<file path="src/rtl/pc_gen_if.sv">
// pc_gen_if: fetch-PC bus between the PC generator and its neighbours.
//   Requests into the generator: stall_i, if_ready_i, exc_i, br_taken_i/br_target_i,
//   jmp_i/jmp_target_i.
//   Fetch state out of the generator: pc_o, pc_plus_o, fetch_valid_o, flush_o, pend_o.
//   slave  : the PC generator side.
//   master : the pipeline/driver side.
interface pc_gen_if #(
  parameter int XLEN = 32
);
  logic            stall_i;
  logic            if_ready_i;
  logic            exc_i;
  logic            br_taken_i;
  logic [XLEN-1:0] br_target_i;
  logic            jmp_i;
  logic [XLEN-1:0] jmp_target_i;
  logic [XLEN-1:0] pc_o;
  logic [XLEN-1:0] pc_plus_o;
  logic            fetch_valid_o;
  logic            flush_o;
  logic            pend_o;

  modport slave (
    input  stall_i, if_ready_i, exc_i, br_taken_i, br_target_i, jmp_i, jmp_target_i,
    output pc_o, pc_plus_o, fetch_valid_o, flush_o, pend_o
  );

  modport master (
    output stall_i, if_ready_i, exc_i, br_taken_i, br_target_i, jmp_i, jmp_target_i,
    input  pc_o, pc_plus_o, fetch_valid_o, flush_o, pend_o
  );
endinterface

</file>
<file path="src/rtl/pc_gen.sv">
// pc_gen: fetch program-counter generator.
//   Advances the PC by INST_BYTES whenever the front end can move (not stalled and
//   instruction memory ready). Exception / branch / jump redirects are applied
//   immediately when the PC can move, otherwise parked in a single pending slot
//   (HOLD state) until it can. A pending exception is never displaced by a
//   lower-priority redirect.
// Ports:
//   clk   - rising-edge clock
//   rst_n - asynchronous active-low reset
//   bus   - pc_gen_if slave modport (requests in, PC / flush / pending out)
module pc_gen #(
  parameter int              XLEN       = 32,
  parameter int              INST_BYTES = 4,
  parameter logic [XLEN-1:0] RESET_PC   = 32'h0000_0000,
  parameter logic [XLEN-1:0] EXC_VECTOR = 32'h0000_0004
) (
  input  logic    clk,
  input  logic    rst_n,
  pc_gen_if.slave bus
);

  // Clears the low log2(INST_BYTES) bits of every redirect target.
  localparam logic [XLEN-1:0] ALIGN_MASK = ~(XLEN'(INST_BYTES - 1));
  localparam logic [XLEN-1:0] INC        = XLEN'(INST_BYTES);

  typedef enum logic {RUN, HOLD} state_e;

  state_e          state_q, state_d;
  logic [XLEN-1:0] pc_q, pc_d;
  logic [XLEN-1:0] pend_tgt_q, pend_tgt_d;
  logic            pend_exc_q, pend_exc_d;
  logic            fetch_vld_q;

  logic            adv;
  logic            req;
  logic [XLEN-1:0] req_tgt;
  logic            take_new;
  logic            flush;

  assign adv = !bus.stall_i && bus.if_ready_i;
  assign req = bus.exc_i || bus.br_taken_i || bus.jmp_i;

  // Same-cycle priority: exception, then branch, then jump.
  always_comb begin
    if (bus.exc_i)           req_tgt = EXC_VECTOR & ALIGN_MASK;
    else if (bus.br_taken_i) req_tgt = bus.br_target_i & ALIGN_MASK;
    else                     req_tgt = bus.jmp_target_i & ALIGN_MASK;
  end

  // In HOLD a new request replaces the pending one, except that a pending
  // exception can only be replaced by another exception.
  assign take_new = req && !(pend_exc_q && !bus.exc_i);

  always_comb begin
    state_d    = state_q;
    pc_d       = pc_q;
    pend_tgt_d = pend_tgt_q;
    pend_exc_d = pend_exc_q;
    flush      = 1'b0;
    unique case (state_q)
      RUN: begin
        if (req && adv) begin
          pc_d  = req_tgt;
          flush = 1'b1;
        end else if (req) begin
          pend_tgt_d = req_tgt;
          pend_exc_d = bus.exc_i;
          state_d    = HOLD;
        end else if (adv) begin
          pc_d = pc_q + INC;
        end
      end
      HOLD: begin
        if (adv) begin
          pc_d       = take_new ? req_tgt : pend_tgt_q;
          flush      = 1'b1;
          pend_tgt_d = '0;
          pend_exc_d = 1'b0;
          state_d    = RUN;
        end else if (take_new) begin
          pend_tgt_d = req_tgt;
          pend_exc_d = bus.exc_i;
        end
      end
      default: state_d = RUN;
    endcase
  end

  always_ff @(posedge clk or negedge rst_n) begin
    if (!rst_n) begin
      state_q     <= RUN;
      pc_q        <= RESET_PC;
      pend_tgt_q  <= '0;
      pend_exc_q  <= 1'b0;
      fetch_vld_q <= 1'b0;
    end else begin
      state_q     <= state_d;
      pc_q        <= pc_d;
      pend_tgt_q  <= pend_tgt_d;
      pend_exc_q  <= pend_exc_d;
      fetch_vld_q <= 1'b1;
    end
  end

  assign bus.pc_o          = pc_q;
  assign bus.pc_plus_o     = pc_q + INC;
  assign bus.fetch_valid_o = fetch_vld_q;
  // Requests seen while reset is held must not report a flush.
  assign bus.flush_o       = flush && rst_n;
  assign bus.pend_o        = (state_q == HOLD);

endmodule

</file>
<file path="src/flat_wrapper.sv">
// flat-port wrapper written by rule: the top's interface ports become plain ports
module pc_gen_flat 
#(
  parameter int              XLEN       = 32,
  parameter int              INST_BYTES = 4,
  parameter logic [XLEN-1:0] RESET_PC   = 32'h0000_0000,
  parameter logic [XLEN-1:0] EXC_VECTOR = 32'h0000_0004
)
  (clk, rst_n, bus_stall_i, bus_if_ready_i, bus_exc_i, bus_br_taken_i, bus_br_target_i, bus_jmp_i, bus_jmp_target_i, bus_pc_o, bus_pc_plus_o, bus_fetch_valid_o, bus_flush_o, bus_pend_o);
  pc_gen_if #(.XLEN(XLEN)) bus_i ();
  input  logic clk;
  input  logic rst_n;
  input wire logic [$bits(bus_i.stall_i)-1:0] bus_stall_i;
  input wire logic [$bits(bus_i.if_ready_i)-1:0] bus_if_ready_i;
  input wire logic [$bits(bus_i.exc_i)-1:0] bus_exc_i;
  input wire logic [$bits(bus_i.br_taken_i)-1:0] bus_br_taken_i;
  input wire logic [$bits(bus_i.br_target_i)-1:0] bus_br_target_i;
  input wire logic [$bits(bus_i.jmp_i)-1:0] bus_jmp_i;
  input wire logic [$bits(bus_i.jmp_target_i)-1:0] bus_jmp_target_i;
  output wire logic [$bits(bus_i.pc_o)-1:0] bus_pc_o;
  output wire logic [$bits(bus_i.pc_plus_o)-1:0] bus_pc_plus_o;
  output wire logic [$bits(bus_i.fetch_valid_o)-1:0] bus_fetch_valid_o;
  output wire logic [$bits(bus_i.flush_o)-1:0] bus_flush_o;
  output wire logic [$bits(bus_i.pend_o)-1:0] bus_pend_o;
  assign bus_i.stall_i = bus_stall_i;
  assign bus_i.if_ready_i = bus_if_ready_i;
  assign bus_i.exc_i = bus_exc_i;
  assign bus_i.br_taken_i = bus_br_taken_i;
  assign bus_i.br_target_i = bus_br_target_i;
  assign bus_i.jmp_i = bus_jmp_i;
  assign bus_i.jmp_target_i = bus_jmp_target_i;
  assign bus_pc_o = bus_i.pc_o;
  assign bus_pc_plus_o = bus_i.pc_plus_o;
  assign bus_fetch_valid_o = bus_i.fetch_valid_o;
  assign bus_flush_o = bus_i.flush_o;
  assign bus_pend_o = bus_i.pend_o;
  pc_gen #(.XLEN(XLEN), .INST_BYTES(INST_BYTES), .RESET_PC(RESET_PC), .EXC_VECTOR(EXC_VECTOR)) u_core (.clk(clk), .rst_n(rst_n), .bus(bus_i));
endmodule
</file>
<file path="config.mk">
export PLATFORM = sky130hd
export DESIGN_NAME = pc_gen_flat
export DESIGN_NICKNAME = d
export VERILOG_FILES = /design/src/rtl/pc_gen_if.sv /design/src/rtl/pc_gen.sv /design/src/flat_wrapper.sv
export SDC_FILE = /design/constraint.sdc
export NUM_CORES = 1
export LEC_CHECK = 0
export CORE_ASPECT_RATIO = 1.4
export CORE_MARGIN = 3
export CORE_UTILIZATION = 45
export CTS_BUF_LIST = sky130_fd_sc_hd__clkbuf_2
export CTS_CLUSTER_DIAMETER = 150
export DETAILED_ROUTE_END_ITERATION = 10
export GPL_TIMING_DRIVEN = 0
export PLACE_DENSITY = 0.86
export SYNTH_ARGS = -nofsm -noshare
export SYNTH_HDL_FRONTEND = slang
export SYNTH_SLANG_ARGS = --single-unit
</file>
<file path="constraint.sdc">
create_clock -name clk -period 1.9 [get_ports clk]
set_input_delay 0.285 -clock clk [delete_from_list [all_inputs] [get_ports clk]]
set_output_delay 0.285 -clock clk [all_outputs]
set_load 0.03 [all_outputs]
</file>
# Word level (Yosys, flattened, before mapping)

Cells that the tools add are included.

Add/sub/neg operators: 1
Equal/unequal tests: 6
Multiplexer cells: 24
Bitwise logic cells: 1
Reduce and logical (&&, ||, !) cells: 13

Operators by type and width:

| cell                    | count |
|---|---|
| $mux W32                | 10 |
| $pmux W32 S2            | 2 |
| $add A32 B3 Y32 const B | 1 |
| $mux W1                 | 9 |
| $ne A3 B3 Y1 const B    | 2 |
| $pmux W1 S2             | 3 |
| $reduce_and A3 Y1       | 2 |
| $logic_and A1 B1 Y1     | 5 |
| $ne A2 B2 Y1 const B    | 2 |
| $logic_not A1 Y1        | 3 |
| $ne A3 B1 Y1 const B    | 1 |
| $logic_or A1 B1 Y1      | 2 |
| $ne A2 B1 Y1 const B    | 1 |
| $reduce_and A2 Y1       | 1 |
| $not A1 Y1              | 1 |

Register bits: 67
Input bits: 71
Logic and storage cells: 50

# Longest topological paths before layout

Gate-level depths: netlist (run 1).

Depth after elaboration: 7
Mapped depth: 8
Depth with buffers taken out: 6

# Worst setup path before layout (run 1)

Ideal clock, no wire load.

Kind: flip-flop to output port
Start point: reg u_core.pc_q[2], in the netlist u_core.bus.pc_o[2]
End point: out bus_pc_plus_o[28]
Arrival time: 2.432 ns
Setup slack: -0.817 ns
Stages on the path, launching flop included: 7
Path buffers: 0
Cell sequence: dfrtp_1 -> ha_1 -> nand4_1 -> nor4_4 -> nand4_2 -> nor3_1 -> xor2_1

Word-level cells in the longest chain between the ends: 1

RTL lines:

| element                | RTL line           | RTL |
|---|---|---|
| start, declared        | pc_gen.sv:29       | `logic [XLEN-1:0] pc_q, pc_d;` |
| start signal, assigned | pc_gen.sv:98       | `pc_q <= pc_d;` |
| $add A32 B3 Y32        | pc_gen.sv:106      | `assign bus.pc_plus_o = pc_q + INC;` |
| end, declared          | flat_wrapper.sv:21 | `output wire logic [$bits(bus_i.pc_plus_o)-1:0] bus_pc_plus_o;` |

Every way passes these cells.

# Worst setup path after layout (run 1)

Same ends and word-level chain as after synthesis.

==> results of run 1 <==
## layer usage
| layer | wire length (µm) | vias to the layer above | share of wire (%) |
|---|---|---|---|
| met2 | 11300 | 722 | 45 |
| met4 | 2350 | 2 | 9.4 |
| met3 | 3310 | 243 | 13 |
| met1 | 8040 | 2945 | 32 |
| li1 | - | 2477 | - |
| met5 | 12 | - | 0.048 |
## report_power, final
part	total (mW)	switching [mW]	internal [mW]
clock	1.06	0.633	0.428
combinational	2.71	1.57	1.14
sequential	1.90	0.286	1.61
total	5.67	2.49	3.18
## timing repair
action | in CTS | in global routing
hold endpoints to repair | 67 | 67
endpoints found under the setup margin | 126 | 82
setup buffers | 59 | 47
resized for setup | 371 | 109
pin swaps | 34 | 34
## cell type report
type / count / area [µm²] / area share [%]
Antenna cell: 1 / 2.50 / 0.0306
Buffer: 42 / 289 / 3.54
Clock buffer: 10 / 50.0 / 0.612
Clock inverter: 6 / 80.1 / 0.980
Inverter: 12 / 57.6 / 0.704
Multi-Input combinational cell: 408 / 3620 / 44.3
Sequential cell: 67 / 1710 / 21.0
Tap cell: 135 / 169 / 2.07
Timing Repair Buffer: 234 / 2190 / 26.8
## worst min path at each step
| stage | to | slack, ns |
|---|---|---|
| 6_report | u_core.bus.pc_o[18] | -0.23 |
| 5_1_grt | u_core.bus.pc_o[18] | -0.18 |
| 4_1_cts | u_core.pend_tgt_q[11] | -0.16 |
| 3_5_place_dp | u_core.bus.pc_o[18] | 0.46 |
| 3_3_place_gp | u_core.pend_tgt_q[0] | 0.47 |
| 2_1_floorplan | u_core.bus.fetch_valid_o | -0.01 |
## sequential cells by signal, indices dropped and copies added, names as in the netlist
signal and cells:
u_core.bus.fetch_valid_o 1, u_core.bus.pc_o 32, u_core.pend_exc_q 1, u_core.bus.pend_o 1
u_core.pend_tgt_q 32
## cells in the final DEF (no fill, tap or decap), drive strengths merged, types with 5 or more instances in the layout
cell / netlist / routed
o22ai: 7 / 7
nand2: 41 / 41
o21a: 8 / 8
a31oi: 5 / 5
clkdlybuf4s50: 0 / 63
and3: 5 / 5
xnor2: 15 / 15
a21oi: 22 / 22
o21ai: 38 / 38
nand2b: 6 / 6
nor3: 16 / 16
buf: 17 / 157
dlygate4sd2: 0 / 25
a211oi: 8 / 8
mux2i: 25 / 25
and2: 5 / 5
a22oi: 11 / 11
clkbuf: 27 / 37
a2bb2oi: 6 / 6
a22o: 23 / 23
xor2: 13 / 13
nand3: 17 / 17
nand4: 9 / 9
dfrtp: 67 / 67
nor2: 51 / 51
inv: 12 / 11
## logic make-up (layout without fill, tap and decap cells)
group / count (synthesis) / count (layout) / synth area share [%]
compound gates: 181 / 181 / 28.1
simple gates: 168 / 168 / 18.6
flops: 67 / 67 / 36.3
buf+inv: 56 / 304 / 4.98
mux: 29 / 29 / 6.39
xor+xnor: 28 / 28 / 5.31
fa+ha+maj: 1 / 1 / 0.271
other cells: 1 / 2 / 0.0812
## per-stage QoR
step	utilization [%]	cell area (µm²)	TNS, ns
6_report	82.1	8170	-27.65
5_1_grt	82.1	8170	-29.14
4_1_cts	75.9	7550	-16.49
3_5_place_dp	65.4	6510	-67.73
3_3_place_gp	65.5	6520	-196.92
2_1_floorplan	-	5040	-5.32
==> results_dict.tcl, run 1 <==
set metrics [dict create \
    status "finished with violations" \
    violations "hold timing, setup timing" \
    critPathBufInv 3 \
    nNetsFinal 846 \
    whs_ns -0.234 \
    grt_util_all_layers_pct 35.7 \
    worstSetupEndpoint "bus_pc_plus_o[28]" \
    synth_edf_count 0 \
    cap_violations 0 \
    p_leak_nw 3.67 \
    r2r_end "u_core.bus.pc_o[17]" \
    slew_headroom_pct 38.2 \
    stdcell_count 915 \
    synth_area_leaders "dfrtp_1, mux2i_1, a22o_1, nor2_1, o21ai_0" \
    synth_warnings 0 \
    routed_wl_um 25000 \
    drtIter0Drc 903 \
    numCtsBuffers 9 \
    antenna_found_initial 1 \
    area_growth_pct 77.0 \
    grt_max_degree 69 \
    powerDensity_mw_per_mm2 694 \
    layout-drive-gt1-share_pct 41.2 \
    synth.most_common_cell "dfrtp_1" \
    synth_flop_cell "dfrtp_1" \
    rows 43 \
    rr_startpoint "u_core.bus.pc_o[2]" \
    cp_max_fo 3 \
    nFillCells 498 \
    die_y_um 126 \
    gp_congestion 0.965 \
    finalHoldViolCount 67 \
    netlist_area_mm2 0.00462 \
    layout_setup_ws_ns -1.01 \
    slowest_stage "dfrtp_2" \
    slowest_delay_ns 0.49 \
    critical_path_depth 9 \
    async_flop_share_pct 100 \
    yosysTopAreaCell "dfrtp_1" \
    synth_common_cells "dfrtp_1, nor2_1, nand2_1" \
    arrival_ns 2.62 \
    die_w_um 91.6 \
    dp_hpwl_um 12800 \
    rrSetupSlack_ns -0.92 \
    detail_route.wl_per_cell_um 27.3 \
    ant_nets 0 \
    r2r_cells 20 \
    routed_via_density 6.98 \
    h-tree-depth 3 \
    crit_top_cell "buf_6" \
    netlist_instances 531 \
    ys_ff_latch 67 \
    irDropWorstVdd_mv 0.380 \
    core_area_mm2 0.00995 \
    grt_setup_unrepaired "yes" \
    drv_slew 0 \
    critPathLaunchType "register" \
    power_mw 5.67 \
    crit_family "simple AND/OR/NAND/NOR gates" \
    grtUsageMet1_pct 41.2 \
    grt_pass1_wl_um 32000 \
    root_buffer "clkbuf_2" \
    grt.overflow.total 0 \
    initial_core_util_pct 46.4 \
    port_buffers 131 \
    path_cells "ha_4 > nand4_1 > buf_6 > nor4_4 > buf_4 > nand4_4 > nor3_4 > xor2_4 > buf_6" \
    tightest_slew_ns 0.927 \
    fin_crit_ns 2.91 \
    grtUsageMet2_pct 57.7 \
    cts_buffer_depth 2 \
    synth_top_area_share_pct 36.3 \
    post-place-ws_ns -1.43 \
    path_class "reg -> out" \
    cp-end-kind "output pin" \
    synth_area_per_cell_um2 8.70 \
    dieArea_mm2 0.0115 \
    syn_nets 603 \
    fin_crit_sh_pct 153 \
    cts.sinks 67 \
    crit_required_ns 1.62 \
    clkTransAtPathRegs_ns 0.26 \
    top_usage_layer "met2" \
    ys_types 69 \
    ys_seq_area_share_pct 36.3 \
    gr-usage-met3_pct 9.44 \
    hold_class "in -> async" \
    vias 6389 \
    max_freq_ghz 0.344 \
    drc 0 \
    placedCellCount 797 \
    ios 138 \
    first_pass_iters 8 \
    fin_skew_ns 0.0555 \
    first_global_vias 5744 \
    critPathLaunch "u_core.bus.pc_o[2]" \
    clock_latency_ns 0.59 \
    setup_viol 55 \
    cts_tree "done" \
]
Note: power is estimated with default switching activity, not from simulation.
==> run 2, diff against run 1 <==
--- a/config.mk
+++ b/config.mk
@@ -8,3 +8,2 @@
 export CORE_ASPECT_RATIO = 1.4
-export CORE_MARGIN = 3
 export CORE_UTILIZATION = 45
@@ -15,2 +14,3 @@
 export PLACE_DENSITY = 0.86
+export SLEW_MARGIN = 25
 export SYNTH_ARGS = -nofsm -noshare
--- a/constraint.sdc
+++ b/constraint.sdc
@@ -3,2 +3,2 @@
 set_output_delay 0.285 -clock clk [all_outputs]
-set_load 0.03 [all_outputs]
+set_load 0.005 [all_outputs]
==> results_dict.tcl, run 2 (synthesis gave the netlist of run 1 again) <==
set metrics [dict create \
    setup_viol 53 \
    core_area_mm2 0.00995 \
    rows 43 \
    layout_common_cells "clkdlybuf4s50_1, buf_4, buf_6" \
    cts.sinks 67 \
    layout_setup_ws_ns -0.894 \
    critPathLaunchType "register" \
    drv_slew 0 \
    drtIter0Drc 1111 \
    antenna_found_initial 1 \
    routed_wl_um 23200 \
    switchingPower_mw 1.85 \
    dieArea_mm2 0.0107 \
    utilization_pct 77.3 \
    whs_ns 0.140 \
    cp_max_fo 6 \
    powerDensity_mw_per_mm2 627 \
    internal_power_mw 2.97 \
    fin_skew_ns 0.0552 \
    finish.instance_area_mm2 0.00769 \
    violations "setup timing" \
    crit_required_ns 1.62 \
    irDropWorstVdd_mv 0.409 \
    clock_latency_ns 0.57 \
    ant_nets 0 \
    routed_via_density 6.94 \
    combPwrFrac_pct 43.6 \
    finalHoldViolCount 0 \
    h-tree-depth 3 \
    first_global_vias 5885 \
    final_common_cell "clkdlybuf4s50_1" \
    port_buffers 131 \
    hold_class "in -> async" \
    die_y_um 122 \
    die_w_um 87.6 \
    detail_route.wl_per_cell_um 25.3 \
    layout-drive-gt1-share_pct 36.1 \
    switching_share_pct 38.4 \
    tightest_slew_ns 0.881 \
    nNetsFinal 849 \
    rr_startpoint "u_core.bus.pc_o[4]" \
    initial_core_util_pct 46.4 \
    numCtsBuffers 9 \
    post-place-ws_ns -1.15 \
    critPathLaunch "u_core.bus.pc_o[4]" \
    fin_crit_sh_pct 147 \
    drc 0 \
    max_freq_ghz 0.358 \
    p_leak_nw 3.51 \
    cts_tree "done" \
    cap_violations 0 \
    root_buffer "clkbuf_2" \
    cp-end-kind "output pin" \
    clkPwrFrac_pct 18.0 \
    grt_util_all_layers_pct 38.8 \
    slew_headroom_pct 41.1 \
    ios 138 \
    setup_tns_ns -21.99 \
    p_seq_share_pct 38.5 \
    postPlaceCellArea_mm2 0.00616 \
    clkTransAtPathRegs_ns 0.24 \
    dp_hpwl_um 12600 \
    arrival_ns 2.51 \
    grt_setup_unrepaired "yes" \
    area_growth_pct 66.6 \
    vias 6363 \
    grt_pass1_wl_um 31200 \
    path_class "reg -> out" \
    grt_max_degree 44 \
    fin_crit_ns 2.79 \
    grt.overflow.total 0 \
    status "finished with violations" \
    cts_buffer_depth 2 \
    gp_congestion 0.927 \
    first_pass_iters 9 \
]
==> run 2: cell types whose count changed in the layout (fill, tap and decap cells not counted), moves of 7 or more <==
| cell | before | now |
|---|---|---|
| buf_4 | 75 | 68 |
| xnor2_4 | 10 | 1 |
| dfrtp_2 | 29 | 21 |
| clkdlybuf4s50_1 | 63 | 91 |
| buf_2 | 11 | 33 |
| dfrtp_1 | 38 | 46 |
| buf_6 | 63 | 48 |
| xor2_1 | 1 | 12 |
| dlygate4sd2_1 | 25 | 4 |
==> run 2: cell type report <==
cell class,count,area [µm²]
well taps,135,169
clock inverters,4,42.5
inverters,12,50.0
multi-input cells,408,3230
fillers,579,2260
repair buffers,237,2160
flip-flops and latches,67,1700
clock buffers,11,55.1
plain buffers,42,280
diodes,1,2.50
==> run 2: path summary, 6_finish.rpt <==
kind                                    endpoint  slack [ns]  depth (start not counted)
min                          u_core.bus.pc_o[24]        0.14                          2
max                            bus_pc_plus_o[28]       -0.89                          9
min reg2reg                 u_core.pend_tgt_q[0]        0.53                          1
max reg2reg                  u_core.bus.pc_o[28]       -0.42                         10
max in group asynchronous     u_core.bus.pc_o[8]        1.13                          3
min in group clk           u_core.pend_tgt_q[28]        0.46                          4
==> run 2: critical path, stage by stage, from the launching register on <==
cell     delay (ns)
dfrtp_1        0.43
buf_6          0.14
nand4_1        0.14
buf_6          0.17
nor4_4         0.25
nand4_2        0.17
buf_6          0.16
nor3_4         0.22
xor2_1         0.16
buf_2          0.12
==> run 2: timing repair <==
action,4_1_cts,5_1_grt
gates resized for setup,261,100
buffers inserted,68,44
pin swaps,39,36
hold endpoints to repair,44,0
setup endpoints to repair,96,88
hold buffers,1,0
==> run 2: through the flow <==
stage               std cells  power (mW)
floorplan                 531        2.52
global placement          797        3.37
detailed placement        798        3.41
CTS                       882        4.40
global route              917        4.93
finish                    917        4.82
==> run 2: power groups by stage <==
stage	Combinational, mW	Sequential [mW]	Clock [mW]
after global routing	2.18	1.86	0.892
after global placement	1.53	1.84	0
after detailed placement	1.56	1.85	0
after floorplan	0.711	1.81	0
after CTS	1.77	1.81	0.820
final	2.10	1.85	0.867
==> run 2: per-layer routing <==
layer | track usage (%) | routed length (µm) | vias up | share of wire [%]
li1 | - | - | 2489 | -
met1 | 44.7 | 7400 | 2920 | 32
met2 | 62.7 | 10600 | 700 | 46
met3 | 8.60 | 2950 | 254 | 13
met4 | 28.4 | 2170 | 0 | 9.4
met5 | 0 | 0 | - | 0
==> run 3, diff against run 2 <==
CORE_UTILIZATION = 53   (was 45)
PLACE_DENSITY = 0.95   (was 0.86)
clock period = 3.3 ns   (was 1.9 ns; I/O delays follow)
==> results_dict.tcl, run 3 (synthesis gave the netlist of run 1 again) <==
set metrics [dict create \
    cts_tree "done" \
    clock_latency_ns 0.57 \
    routed.top_layer "met4" \
    h-tree-depth 3 \
    hold_class "in -> async" \
    cp-end-kind "output pin" \
    powerDensity_mw_per_mm2 421 \
    crit_required_ns 2.80 \
    first_global_vias 5428 \
    grt.overflow.total 0 \
    fin_skew_ns 0.0274 \
    routed_via_density 7.16 \
    dieArea_mm2 0.00910 \
    drc 0 \
    slowest_delay_ns 0.53 \
    vias 5757 \
    die_w_um 80.9 \
    nNetsFinal 768 \
    die_y_um 112 \
    status "finished clean" \
    rr_startpoint "u_core.bus.pend_o" \
    cts_buffer_depth 2 \
    setup_viol 0 \
    stdcell_count 804 \
    placedCellCount 765 \
    route.met2.wl_um 8750 \
    critPathLaunchType "register" \
    ant_nets 0 \
    tightest_slew_ns 1.12 \
    postPlaceCellArea_mm2 0.00608 \
    drtIter0Drc 1005 \
    irDropWorstVdd_mv 0.269 \
    max_freq_ghz 0.303 \
    finalHoldViolCount 0 \
    layout_common_cells "clkdlybuf4s50_1, dfrtp_1, nor2_1" \
    initial_core_util_pct 55.7 \
    rows 39 \
    routed_wl_um 18900 \
    finish.instance_area_mm2 0.00663 \
    core_area_mm2 0.00830 \
    port_buffers 131 \
    slowest_stage "clkdlybuf4s50_1" \
    ios 138 \
    grt_max_degree 39 \
    setup_tns_ns 0 \
    root_buffer "clkbuf_2" \
    grt_pass1_wl_um 27400 \
    critPathLaunch "u_core.bus.pc_o[4]" \
    arrival_ns 2.80 \
    utilization_pct 79.9 \
    fin_crit_ns 3.30 \
    detail_route.wl_per_cell_um 23.5 \
    slew_headroom_pct 23.2 \
    cp_max_fo 7 \
    first_pass_iters 8 \
    numCtsBuffers 9 \
    cap_violations 0 \
    path_cells "buf_6 > nand4_1 > nor4_4 > buf_4 > nand3_1 > xnor2_1 > clkdlybuf4s50_1" \
    p_leak_nw 2.93 \
    area_growth_pct 43.6 \
    dp_hpwl_um 12200 \
    fin_crit_sh_pct 99.9 \
    path_class "reg -> out" \
    grt_util_all_layers_pct 39.7 \
    antenna_found_initial 1 \
    gp_congestion 0.989 \
    cts.sinks 67 \
    drv_slew 0 \
    wl_met1_um 5960 \
    power_mw 2.79 \
    clkTransAtPathRegs_ns 0.21 \
    layout-drive-gt1-share_pct 13.0 \
    met3WireLength_um 2460 \
    final_common_cell "clkdlybuf4s50_1" \
]
[run 3: worst paths after layout]
| kind | slack [ns] | endpoint | cells past startpoint |
|---|---|---|---|
| setup / recovery | 0.005 | bus_pc_plus_o[25] | 7 |
| hold / removal | 0.39 | u_core.pend_tgt_q[4] | 2 |
| setup reg to reg | 0.71 | u_core.pend_tgt_q[6] | 6 |
| hold reg to reg | 0.54 | u_core.pend_tgt_q[31] | 1 |
| max in group asynchronous | 2.31 | u_core.bus.pc_o[10] | 3 |
| min in group clk | 0.54 | u_core.pend_tgt_q[31] | 1 |
[run 3: where the power goes]
part,switching (mW),internal [mW]
logic,0.467,0.512
clock network,0.345,0.400
registers,0.145,0.919
[run 3: final cells by class]
cell class	instances	area (µm²)
antenna	1	2.50
buffer	41	194
clock buffer	9	45.0
clock inverter	7	140
fill	501	1660
inverter	12	45.0
multi-input combinational	408	2840
sequential	67	1690
tap	102	128
timing repair buffer	157	1550
[run 3: metal layers]
| layer | up-vias | global-route usage [%] |
|---|---|---|
| met1 | 2607 | 46.0 |
| met3 | 206 | 10.9 |
| met5 | - | 0 |
| met4 | 0 | 28.2 |
| met2 | 623 | 62.1 |
| li1 | 2321 | - |
[run 3: critical path: cells and delay by family (launching register included)]
family,cells,cell delay (ns)
xor gates and xnor gates,1,0.24
buffers and inverters,3,0.87
DFF,1,0.42
and+or+nand+nor,3,0.70
[run 3: repair_timing]
item                                    in CTS  in global routing
hold buffers                                 1                  0
resized for setup                           16                 32
buffers inserted                            16                  8
pin swaps                                    7                  8
hold endpoints to repair                    30                  0
endpoints found under the setup margin      19                 12
[run 3: metrics by stage]
step	setup slack [ns]	hold WS, ns
after floorplan	0.917	0.199
after global placement	-1.36	0.471
after detailed placement	-0.323	0.470
after CTS	-0.0199	0.399
after global routing	-0.0931	0.354
final	0.00481	0.386
